## config.mk

```make
export PLATFORM = sky130hd
export DESIGN_NAME = endstop_event_capture
export DESIGN_NICKNAME = d
export VERILOG_FILES = /design/src/rtl/endstop_event_capture_pkg.sv /design/src/rtl/endstop_event_capture_fifo.sv /design/src/rtl/endstop_event_capture.sv
export SDC_FILE = /design/constraint.sdc
export NUM_CORES = 1
export LEC_CHECK = 0
export BUFFER_PORTS_ARGS = -buffer_cell sky130_fd_sc_hd__buf_2
export CORE_ASPECT_RATIO = 2
export CORE_MARGIN = 2
export CORE_UTILIZATION = 45
export CTS_BUF_LIST = sky130_fd_sc_hd__clkbuf_4 sky130_fd_sc_hd__clkbuf_8 sky130_fd_sc_hd__clkbuf_16
export DETAILED_ROUTE_END_ITERATION = 8
export HOLD_SLACK_MARGIN = 0.12
export PLACE_DENSITY = 0.65
export SYNTH_ARGS = -nofsm -noshare
export SYNTH_HDL_FRONTEND = slang
export SYNTH_SLANG_ARGS = --single-unit
```

## constraint.sdc

```tcl
create_clock -name clk -period 2.87 [get_ports clk]
set_input_delay 0.574 -clock clk [delete_from_list [all_inputs] [get_ports clk]]
set_output_delay 0.574 -clock clk [all_outputs]
set_load 0.02 [all_outputs]
```

## src/rtl/endstop_event_capture_pkg.sv

```systemverilog
// Shared entry layout and limits for the endstop event capture block.
// Header field offsets are relative to the top of the timestamp field.
package endstop_pkg;

    localparam int TS_WIDTH_DEF        = 32;
    localparam int ENTRY_HDR_W         = 12;
    localparam int ENTRY_W             = TS_WIDTH_DEF + ENTRY_HDR_W;

    localparam int ENTRY_TS_LSB        = 0;
    localparam int ENTRY_CYC_LSB       = 0;
    localparam int ENTRY_ABORT_LVL_BIT = 8;
    localparam int ENTRY_LEVEL_BIT     = 9;
    localparam int ENTRY_SRC_SIG_BIT   = 10;
    localparam int ENTRY_SRC_ABORT_BIT = 11;

    localparam logic [7:0] DROPPED_MAX = 8'd255;

    function automatic logic [7:0] sat_inc8(input logic [7:0] value);
        logic [7:0] result;
        if (value == DROPPED_MAX) begin
            result = value;
        end else begin
            result = value + 8'd1;
        end
        return result;
    endfunction

endpackage

```

## src/rtl/endstop_event_capture_fifo.sv

```systemverilog
// Synchronous show-ahead FIFO; count is tracked separately from the pointers
// so full and empty are unambiguous. Flush overrides push and pop.
module event_fifo #(
    parameter int DEPTH = 8,
    parameter int WIDTH = 44
) (
    input  logic                       clk,
    input  logic                       rst_n,
    input  logic                       push_i,
    input  logic                       pop_i,
    input  logic                       flush_i,
    input  logic [WIDTH-1:0]           wdata_i,
    output logic [WIDTH-1:0]           rdata_o,
    output logic [$clog2(DEPTH):0]     count_o,
    output logic                       full_o,
    output logic                       empty_o
);

    localparam int PTR_W = $clog2(DEPTH);
    localparam int CNT_W = PTR_W + 1;

    logic [WIDTH-1:0] mem_q [DEPTH];
    logic [PTR_W-1:0] wr_ptr_q, wr_ptr_d;
    logic [PTR_W-1:0] rd_ptr_q, rd_ptr_d;
    logic [CNT_W-1:0] count_q, count_d;
    logic             full_s;
    logic             empty_s;
    logic             do_pop_s;
    logic             do_push_s;

    assign full_s    = (count_q == CNT_W'(DEPTH));
    assign empty_s   = (count_q == {CNT_W{1'b0}});
    assign do_pop_s  = pop_i & ~empty_s;
    // A full FIFO still accepts a push when the head leaves in the same cycle.
    assign do_push_s = push_i & (~full_s | do_pop_s);

    // Next-state for pointers and occupancy.
    always_comb begin
        wr_ptr_d = wr_ptr_q;
        rd_ptr_d = rd_ptr_q;
        count_d  = count_q;
        if (flush_i) begin
            wr_ptr_d = {PTR_W{1'b0}};
            rd_ptr_d = {PTR_W{1'b0}};
            count_d  = {CNT_W{1'b0}};
        end else begin
            if (do_push_s) begin
                wr_ptr_d = wr_ptr_q + PTR_W'(1'b1);
            end else begin
                wr_ptr_d = wr_ptr_q;
            end
            if (do_pop_s) begin
                rd_ptr_d = rd_ptr_q + PTR_W'(1'b1);
            end else begin
                rd_ptr_d = rd_ptr_q;
            end
            case ({do_push_s, do_pop_s})
                2'b10:   count_d = count_q + CNT_W'(1'b1);
                2'b01:   count_d = count_q - CNT_W'(1'b1);
                default: count_d = count_q;
            endcase
        end
    end

    // Pointer and occupancy registers.
    always_ff @(posedge clk or negedge rst_n) begin
        if (!rst_n) begin
            wr_ptr_q <= {PTR_W{1'b0}};
            rd_ptr_q <= {PTR_W{1'b0}};
            count_q  <= {CNT_W{1'b0}};
        end else begin
            wr_ptr_q <= wr_ptr_d;
            rd_ptr_q <= rd_ptr_d;
            count_q  <= count_d;
        end
    end

    // Storage array; cleared on reset so the head reads zero afterwards.
    always_ff @(posedge clk or negedge rst_n) begin
        if (!rst_n) begin
            for (int i = 0; i < DEPTH; i++) begin
                mem_q[i] <= {WIDTH{1'b0}};
            end
        end else if (do_push_s && !flush_i) begin
            mem_q[wr_ptr_q] <= wdata_i;
        end
    end

    assign rdata_o = mem_q[rd_ptr_q];
    assign count_o = count_q;
    assign full_o  = full_s;
    assign empty_o = empty_s;

endmodule

```

## src/rtl/endstop_event_capture.sv

```systemverilog
// Timestamps debounced endstop transitions and abort rising edges, queueing
// the records in a show-ahead FIFO drained over a valid/ready interface.
module endstop_event_capture
    import endstop_pkg::*;
#(
    parameter int DEPTH    = 8,
    parameter int TS_WIDTH = 32
) (
    input  logic                   clk,
    input  logic                   reset,
    input  logic                   signal,
    input  logic                   signal_changed,
    input  logic [7:0]             cycles,
    input  logic                   abort_in,
    input  logic                   enable,
    input  logic                   clear,
    output logic                   rd_valid,
    input  logic                   rd_ready,
    output logic [TS_WIDTH+11:0]   rd_data,
    output logic [$clog2(DEPTH):0] count,
    output logic                   overflow,
    output logic [7:0]             dropped,
    output logic [TS_WIDTH-1:0]    timestamp
);

    localparam int EW = ENTRY_W - TS_WIDTH_DEF + TS_WIDTH;

    logic [TS_WIDTH-1:0]    ts_q, ts_d;
    logic                   abort_prev_q;
    logic                   overflow_q, overflow_d;
    logic [7:0]             dropped_q, dropped_d;
    logic                   abort_rise_s;
    logic                   ev_s;
    logic                   push_s;
    logic                   pop_s;
    logic                   drop_s;
    logic                   fifo_full_s;
    logic                   fifo_empty_s;
    logic [$clog2(DEPTH):0] fifo_count_s;
    logic [EW-1:0]          entry_s;
    logic [EW-1:0]          fifo_rdata_s;

    assign abort_rise_s = abort_in & ~abort_prev_q;
    assign ev_s         = enable & (signal_changed | abort_rise_s);
    assign pop_s        = rd_ready & ~fifo_empty_s;
    assign push_s       = ev_s & (~fifo_full_s | pop_s);
    assign drop_s       = ev_s & fifo_full_s & ~pop_s;

    // Pack the record for the current cycle.
    always_comb begin
        entry_s = {EW{1'b0}};
        entry_s[ENTRY_TS_LSB +: TS_WIDTH]              = ts_q;
        entry_s[TS_WIDTH + ENTRY_CYC_LSB +: 8]         = cycles;
        entry_s[TS_WIDTH + ENTRY_ABORT_LVL_BIT]        = abort_in;
        entry_s[TS_WIDTH + ENTRY_LEVEL_BIT]            = signal;
        entry_s[TS_WIDTH + ENTRY_SRC_SIG_BIT]          = signal_changed;
        entry_s[TS_WIDTH + ENTRY_SRC_ABORT_BIT]        = abort_rise_s;
    end

    // Timestamp and drop accounting; clear only touches the accounting.
    always_comb begin
        ts_d       = ts_q + TS_WIDTH'(1'b1);
        overflow_d = overflow_q;
        dropped_d  = dropped_q;
        if (clear) begin
            overflow_d = 1'b0;
            dropped_d  = 8'd0;
        end else if (drop_s) begin
            overflow_d = 1'b1;
            dropped_d  = sat_inc8(dropped_q);
        end else begin
            overflow_d = overflow_q;
            dropped_d  = dropped_q;
        end
    end

    // Free-running state, abort edge history and drop accounting.
    always_ff @(posedge clk or negedge reset) begin
        if (!reset) begin
            ts_q         <= {TS_WIDTH{1'b0}};
            abort_prev_q <= 1'b0;
            overflow_q   <= 1'b0;
            dropped_q    <= 8'd0;
        end else begin
            ts_q         <= ts_d;
            abort_prev_q <= abort_in;
            overflow_q   <= overflow_d;
            dropped_q    <= dropped_d;
        end
    end

    event_fifo #(
        .DEPTH (DEPTH),
        .WIDTH (EW)
    ) u_fifo (
        .clk     (clk),
        .rst_n   (reset),
        .push_i  (push_s),
        .pop_i   (pop_s),
        .flush_i (clear),
        .wdata_i (entry_s),
        .rdata_o (fifo_rdata_s),
        .count_o (fifo_count_s),
        .full_o  (fifo_full_s),
        .empty_o (fifo_empty_s)
    );

    assign rd_valid  = ~fifo_empty_s;
    assign rd_data   = fifo_rdata_s;
    assign count     = fifo_count_s;
    assign overflow  = overflow_q;
    assign dropped   = dropped_q;
    assign timestamp = ts_q;

endmodule
```

==> impl_metrics.csv, run 1 <==
group,metric,value,unit
pwr,ir_worst_vdd,0.000336,V
timing,worst_slack,-0.0252,ns
grt,grt_first_pass_wirelength,66700,µm
critical_path,critical_path_required,2.30,ns
grt,grt_max_degree,77,
placed_design,place_worst_setup_slack,0.304,ns
critical_path,worstPathMaxFanout,5,
floorplan,die_area,42400,µm²
critical_path,startpoint_type,"flop",
final_layout,areaGrowthSynthToFinish,17.1,%
timing,report.final.slew_viol_count,0,
pwr,power_frac_clock,34.4,%
grt,grt-ovfl-total,0,
critical_path,worstSetupEndpointType,"primary output",
placed_design,place.gp.congestion,0.805,
synth,synth.most_common_cell,"dfrtp_1",
pwr,internal_power,10900,µW
synth,async_flop_share,100,%
clock_tree,clkTransAtPathRegs,0.06,ns
timing,fin_crit_sh,101,%
pwr,p_sw_share,26.5,%
detailed_routing,viasPerCell,5.56,
synth,yosys_most_used_dff,"dfrtp_1",
synth,syn_nets,1195,
timing,fin_crit,2.90,ns
pwr,power.switching,3920,µW
timing,setup_viol,9,
clock_tree,cts-root-buf,"clkbuf_16",
final_layout,fill_cells,3307,
clock_tree,clockBufferDepth,3,
placed_design,dpl.hpwl,25300,µm
synth,syn_area_per_cell,15.6,µm²
clock_tree,cts.sinks,404,
pwr,p_per_area,690,nW/µm²
pwr,power_leakage,0.0102,µW
final_layout,final_cell_count_no_fill,1839,
placed_design,io_buffer_count,105,
floorplan,row_count,104,
grt,grt_usage,20.4,%
pwr,comb_power_share,23.1,%
grt,grt_pass1_vias,11379,
clock_tree,cts_buffers,37,
detailed_routing,vias,10224,
placed_design,dp_cells,1761,
status,violations,"negative setup slack",
detailed_routing,wire_per_inst,23.0,µm
floorplan,initial_core_util,45.5,%
detailed_routing,drt-initial-drc-count,440,
floorplan,die_y,289,µm
timing,hold_violations,0,
synth,synth.top_cell.area_share,55.2,%
synth,yosysSeqAreaShare,55.2,%
final_layout,seqCellArea,10100,µm²
grt,antenna_found_initial,0,
synth,syn_area,18300,µm²
timing,worst_slew_pin_slew,0.733,ns
timing,rsz0062_at_grt,"yes",
synth,synth_top_area_cell,"dfrtp_1",
final_layout,drive_gt1_share,53.1,%
synth,synthCells,1173,
final_layout,utilization,53.3,%
synth,synth_common_cells,"dfrtp_1 (404), mux2_2 (362), mux4_2 (88)",
final_layout,final_nets,1306,
timing,slew_headroom,51.2,%
synth,yosysUniqueCellTypes,40,
job,drv_cap,0,
critical_path,critPathKind,"flop to primary output",
detailed_routing,drcViolationCount,0,
synth,yosysWarnings,0,
floorplan,die_w,147,µm
critical_path,worstPathArrival,2.32,ns
synth,synth-seq-cells,404,
synth,synth_edf_count,0,
final_layout,diodes,0,
timing,fmax,0.345,GHz
detailed_routing,drtPass1Iterations,7,
synth,synthTopCellsByArea,"dfrtp_1 (55%), mux2_2 (22%), mux4_2 (11%)",
floorplan,fp.coreArea,40200,µm²
clock_tree,insertion_delay,0.53,ns
floorplan,io-pin-count,106,
detailed_routing,routed_wl,42300,µm
final_layout,multi_input_area,7780,µm²
status,outcome,"finished with violations",
worst_hold_path,min_path_type,"input pin to flop",
timing,fin_worst_skew,0.0176,ns
detailed_routing,postRouteAntennaNets,0,
clock_tree,htreeDepth,2,
pwr,power_frac_seq,42.5,%
clock_tree,cts_tree,"yes",
==> worst paths after layout <==
check / cells past startpoint / slack, ns / start / endpoint
worst min register to register: 1 / 0.48 / u_fifo.mem_q[97]$_DFFE_PN0P_ / u_fifo.mem_q[97]$_DFFE_PN0P_
min in group asynchronous: 2 / 0.55 / reset / u_fifo.mem_q[211]$_DFFE_PN0P_
worst max-delay path: 6 / -0.03 / u_fifo.rd_ptr_q[0]$_DFFE_PN0P_ / rd_data[27]
worst max register to register: 8 / 0.35 / u_fifo.count_o[2]$_DFFE_PN0P_ / u_fifo.count_o[3]$_DFFE_PN0P_
max in group asynchronous: 4 / 1.46 / reset / u_fifo.mem_q[322]$_DFFE_PN0P_
worst min-delay path: 1 / 0.26 / abort_in / abort_prev_q$_DFF_PN0_
==> cell type report <==
cell class	instances	share of cell area, %
clock buffer	56	5.31
multi-input combinational	670	36.3
sequential	404	47.2
timing repair buffer	168	7.52
clock inverter	8	0.554
tap	530	3.09
inverter	3	0.0525
==> critical path: stages, from the launching register on <==
cell and delay [ns]:
dfrtp_4 0.50, buf_12 0.16, buf_8 0.13, clkbuf_16 0.16, mux4_2 0.40, mux2_2 0.28
buf_6 0.14
==> stage by stage <==
step / TNS, ns / hold slack (ns) / power [µW] / area (µm²)
global route: -1.38 / 0.263 / 15400 / 21400
global placement: 0 / 0.456 / 9090 / 19600
finish: -0.128 / 0.258 / 14800 / 21400
floorplan: 0 / 0.278 / 8230 / 18300
CTS: -2.67 / 0.234 / 14900 / 21300
detailed placement: 0 / 0.471 / 9160 / 19600
==> sequential cells by signal, indices dropped and copies added, names as in the netlist <==
name,cells
u_fifo.mem_q,352
timestamp,32
dropped,8
u_fifo.count_o,4
u_fifo.rd_ptr_q,3
u_fifo.wr_ptr_q,3
abort_prev_q,1
overflow,1
==> timing repair <==
item                                    in CTS  in global routing
endpoints found under the hold margin       42                  0
endpoints found under the setup margin      35                 40
hold buffers                                 1                  0
buffers inserted                             7                  0
pin swaps                                    0                  0
cloned                                       5                  4
gates resized for setup                     38                 47
==> power groups by stage <==
stage	clock network, µW	registers (µW)	logic (µW)
detailed placement	0	6400	2760
floorplan	0	6320	1910
finish	5090	6290	3420
global route	5450	6320	3660
CTS	5240	6280	3330
global placement	0	6370	2720
==> metal layers <==
metal	wire (µm)	track usage (%)	vias up	share of wire [%]
met5	0	0	-	0
met4	863	5.83	0	2.0
met3	1200	2.61	48	2.8
met2	23500	38.5	167	56
met1	16700	24.3	5499	39
li1	-	-	4510	-
==> cells by family after synthesis <==
family	count (synthesis)	share of synthesized area, %
xor gates and xnor gates	44	2.11
AOI/OAI and AO/OA	24	0.738
and+or+nand+nor	117	3.72
DFF	404	55.2
adders and majority gates	6	0.410
muxes	479	34.9
buffers and inverters	99	2.90
==> placed cells by master (no fill, tap or decap), types with 3 or more instances in the layout <==
| master | n |
|---|---|
| mux4_2 | 88 |
| clkbuf_8 | 11 |
| nor2b_1 | 3 |
| clkinv_2 | 4 |
| and3_1 | 4 |
| nor3b_4 | 4 |
| a21oi_1 | 7 |
| nand3_1 | 20 |
| nor3b_1 | 3 |
| xor2_1 | 14 |
| buf_2 | 78 |
| nor3_1 | 8 |
| buf_6 | 22 |
| inv_1 | 3 |
| buf_12 | 22 |
| nand4_4 | 4 |
| nand2_1 | 28 |
| mux2_2 | 340 |
| buf_4 | 34 |
| dfrtp_1 | 401 |
| ha_1 | 6 |
| mux2_1 | 28 |
| clkbuf_4 | 8 |
| nand4_1 | 6 |
| bufinv_16 | 3 |
| nor4_1 | 3 |
| nor2_1 | 21 |
| buf_16 | 5 |
| nand2b_1 | 3 |
| o21ai_0 | 11 |
| mux2_4 | 22 |
| clkbuf_16 | 41 |
| xnor2_1 | 30 |
(Power assumes the default switching activity.)
==> run 2, diff against run 1 <==
- BUFFER_PORTS_ARGS: -buffer_cell sky130_fd_sc_hd__buf_2 -> -buffer_cell sky130_fd_sc_hd__clkbuf_2
==> impl_metrics.csv, run 2 (synthesis gave the netlist of run 1 again) <==
group,metric,value,unit
floorplan,die_y,289,µm
grt,antenna_found_initial,0,
placed_design,dp_cells,1770,
timing,report.final.slew_viol_count,0,
pwr,power_frac_clock,34.9,%
timing,fin_crit,2.93,ns
floorplan,fp.coreArea,40200,µm²
floorplan,row_count,104,
status,outcome,"finished with violations",
detailed_routing,drtPass1Iterations,6,
timing,fin_crit_sh,102,%
floorplan,die_w,147,µm
grt,grt_first_pass_wirelength,67700,µm
clock_tree,insertion_delay,0.55,ns
pwr,ir_worst_vdd,0.000375,V
worst_hold_path,holdCritStartpoint,"abort_in",
clock_tree,clkTransAtPathRegs,0.06,ns
grt,grt_pass1_vias,11437,
pwr,p_sw_share,27.0,%
status,violations,"negative setup slack",
clock_tree,cts_buffers,37,
timing,setup_viol,28,
detailed_routing,vias,10385,
final_layout,fill_cells,3267,
detailed_routing,routed_wl,42700,µm
critical_path,startpoint_type,"flop",
critical_path,reg2reg_depth,8,
critical_path,r2r_end,"u_fifo.count_o[3]$_DFFE_PN0P_",
final_layout,final_nets,1319,
pwr,power.switching,4020,µW
detailed_routing,wire_per_inst,23.0,µm
detailed_routing,postRouteAntennaNets,0,
placed_design,place_worst_setup_slack,0.273,ns
final_layout,final_cell_count_no_fill,1854,
timing,fmax,0.342,GHz
grt,grt_usage,20.7,%
placed_design,dpl.hpwl,26700,µm
critical_path,worstPathArrival,2.35,ns
job,drv_cap,0,
grt,grt-ovfl-total,0,
critical_path,critical_path_required,2.30,ns
final_layout,most-common-layout-cells,"dfrtp_1 (401), mux2_2 (337), mux4_2 (88)",
critical_path,worstPathMaxFanout,6,
final_layout,largest_register_ffs,352,
floorplan,die_area,42400,µm²
final_layout,drive_gt1_share,53.6,%
pwr,internal_power,10900,µW
final_layout,seqCellArea,10100,µm²
timing,worst_slack,-0.0573,ns
final_layout,diodes,0,
worst_hold_path,min_path_type,"input pin to flop",
critical_path,worstSetupEndpointType,"primary output",
placed_design,io_buffer_count,105,
timing,rsz0062_at_grt,"yes",
detailed_routing,drt-initial-drc-count,368,
floorplan,initial_core_util,45.5,%
final_layout,multi_input_area,7790,µm²
critical_path,critPathKind,"flop to primary output",
critical_path,timing.rr.start,"u_fifo.count_o[1]$_DFFE_PN0P_",
final_layout,final_common_cell,"dfrtp_1",
pwr,power_frac_seq,42.2,%
critical_path,reg2reg_slack,0.25,ns
clock_tree,cts_tree,"yes",
clock_tree,clockBufferDepth,3,
placed_design,place.gp.congestion,0.842,
worst_hold_path,min_to,"abort_prev_q$_DFF_PN0_",
detailed_routing,drcViolationCount,0,
timing,slew_headroom,50.7,%
pwr,p_per_area,690,nW/µm²
clock_tree,htreeDepth,2,
timing,hold_violations,0,
clock_tree,cts.sinks,404,
final_layout,areaGrowthSynthToFinish,18.1,%
detailed_routing,viasPerCell,5.60,
floorplan,io-pin-count,106,
final_layout,largest-register,"u_fifo.mem_q",
pwr,power_leakage,0.0103,µW
clock_tree,cts-root-buf,"clkbuf_16",
pwr,comb_power_share,22.9,%
timing,fin_worst_skew,0.0229,ns
grt,grt_max_degree,77,
worst_hold_path,hold_depth,2,
timing,worst_slew_pin_slew,0.739,ns
-- run 2: power groups by stage --
stage	Combinational, µW	Sequential [µW]	Clock [µW]
detailed placement	2820	6430	0
floorplan	1910	6320	0
CTS	3110	6300	5340
global route	3670	6330	5550
finish	3410	6290	5210
global placement	2790	6410	0
-- run 2: how the worst max path moves through the flow --
stage | start | to | slack (ns) | cells past startpoint
floorplan | u_fifo.count_o[3]$_DFFE_PN0P_ | u_fifo.count_o[3]$_DFFE_PN0P_ | 0.26 | 9
global placement | abort_in | u_fifo.count_o[3]$_DFFE_PN0P_ | 0.27 | 9
detailed placement | abort_in | u_fifo.count_o[3]$_DFFE_PN0P_ | 0.27 | 9
CTS | u_fifo.rd_ptr_q[0]$_DFFE_PN0P_ | rd_data[19] | -0.09 | 5
global route | u_fifo.rd_ptr_q[0]$_DFFE_PN0P_ | rd_data[15] | -0.11 | 6
finish | u_fifo.rd_ptr_q[0]$_DFFE_PN0P_ | rd_data[15] | -0.06 | 6
-- run 2: final cells by class --
cell class                 instances  area share [%]
sequential                       404            46.8
multi-input combinational        670            36.0
timing repair buffer             181            8.13
inverter                           3          0.0521
tap                              530            3.07
clock buffer                      51            5.13
clock inverter                    15           0.781
-- run 2: worst max-delay path, cell delays in order (launching register included) --
cell and delay (ns):
dfrtp_4 0.49, buf_4 0.17, clkbuf_16 0.16, buf_4 0.14, mux4_2 0.41, mux2_2 0.29
buf_4 0.16
-- run 2: stage by stage --
step | utilization (%) | instance area [µm²] | hold slack (ns) | setup TNS (ns) | total power (µW)
finish | 53.8 | 21600 | 0.347 | -0.604 | 14900
global route | 53.8 | 21600 | 0.343 | -2.95 | 15500
CTS | 52.9 | 21300 | 0.324 | -2.23 | 14700
detailed placement | 49.2 | 19800 | 0.466 | 0 | 9250
global placement | 49.2 | 19800 | 0.458 | 0 | 9200
floorplan | - | 18300 | 0.278 | 0 | 8230
-- run 2: what timing repair did --
item | CTS | global route
hold buffers | 1 | 0
cloned | 2 | 2
endpoints found under the hold margin | 68 | 0
buffers inserted | 8 | 5
gates resized for setup | 9 | 111
endpoints found under the setup margin | 42 | 42
-- run 2: layer usage --
layer	routed length, µm	track usage [%]	vias up
met5	0	0	-
met3	1270	2.68	54
met2	23500	38.4	158
met1	17000	25.3	5632
li1	-	-	4541
met4	954	5.87	0
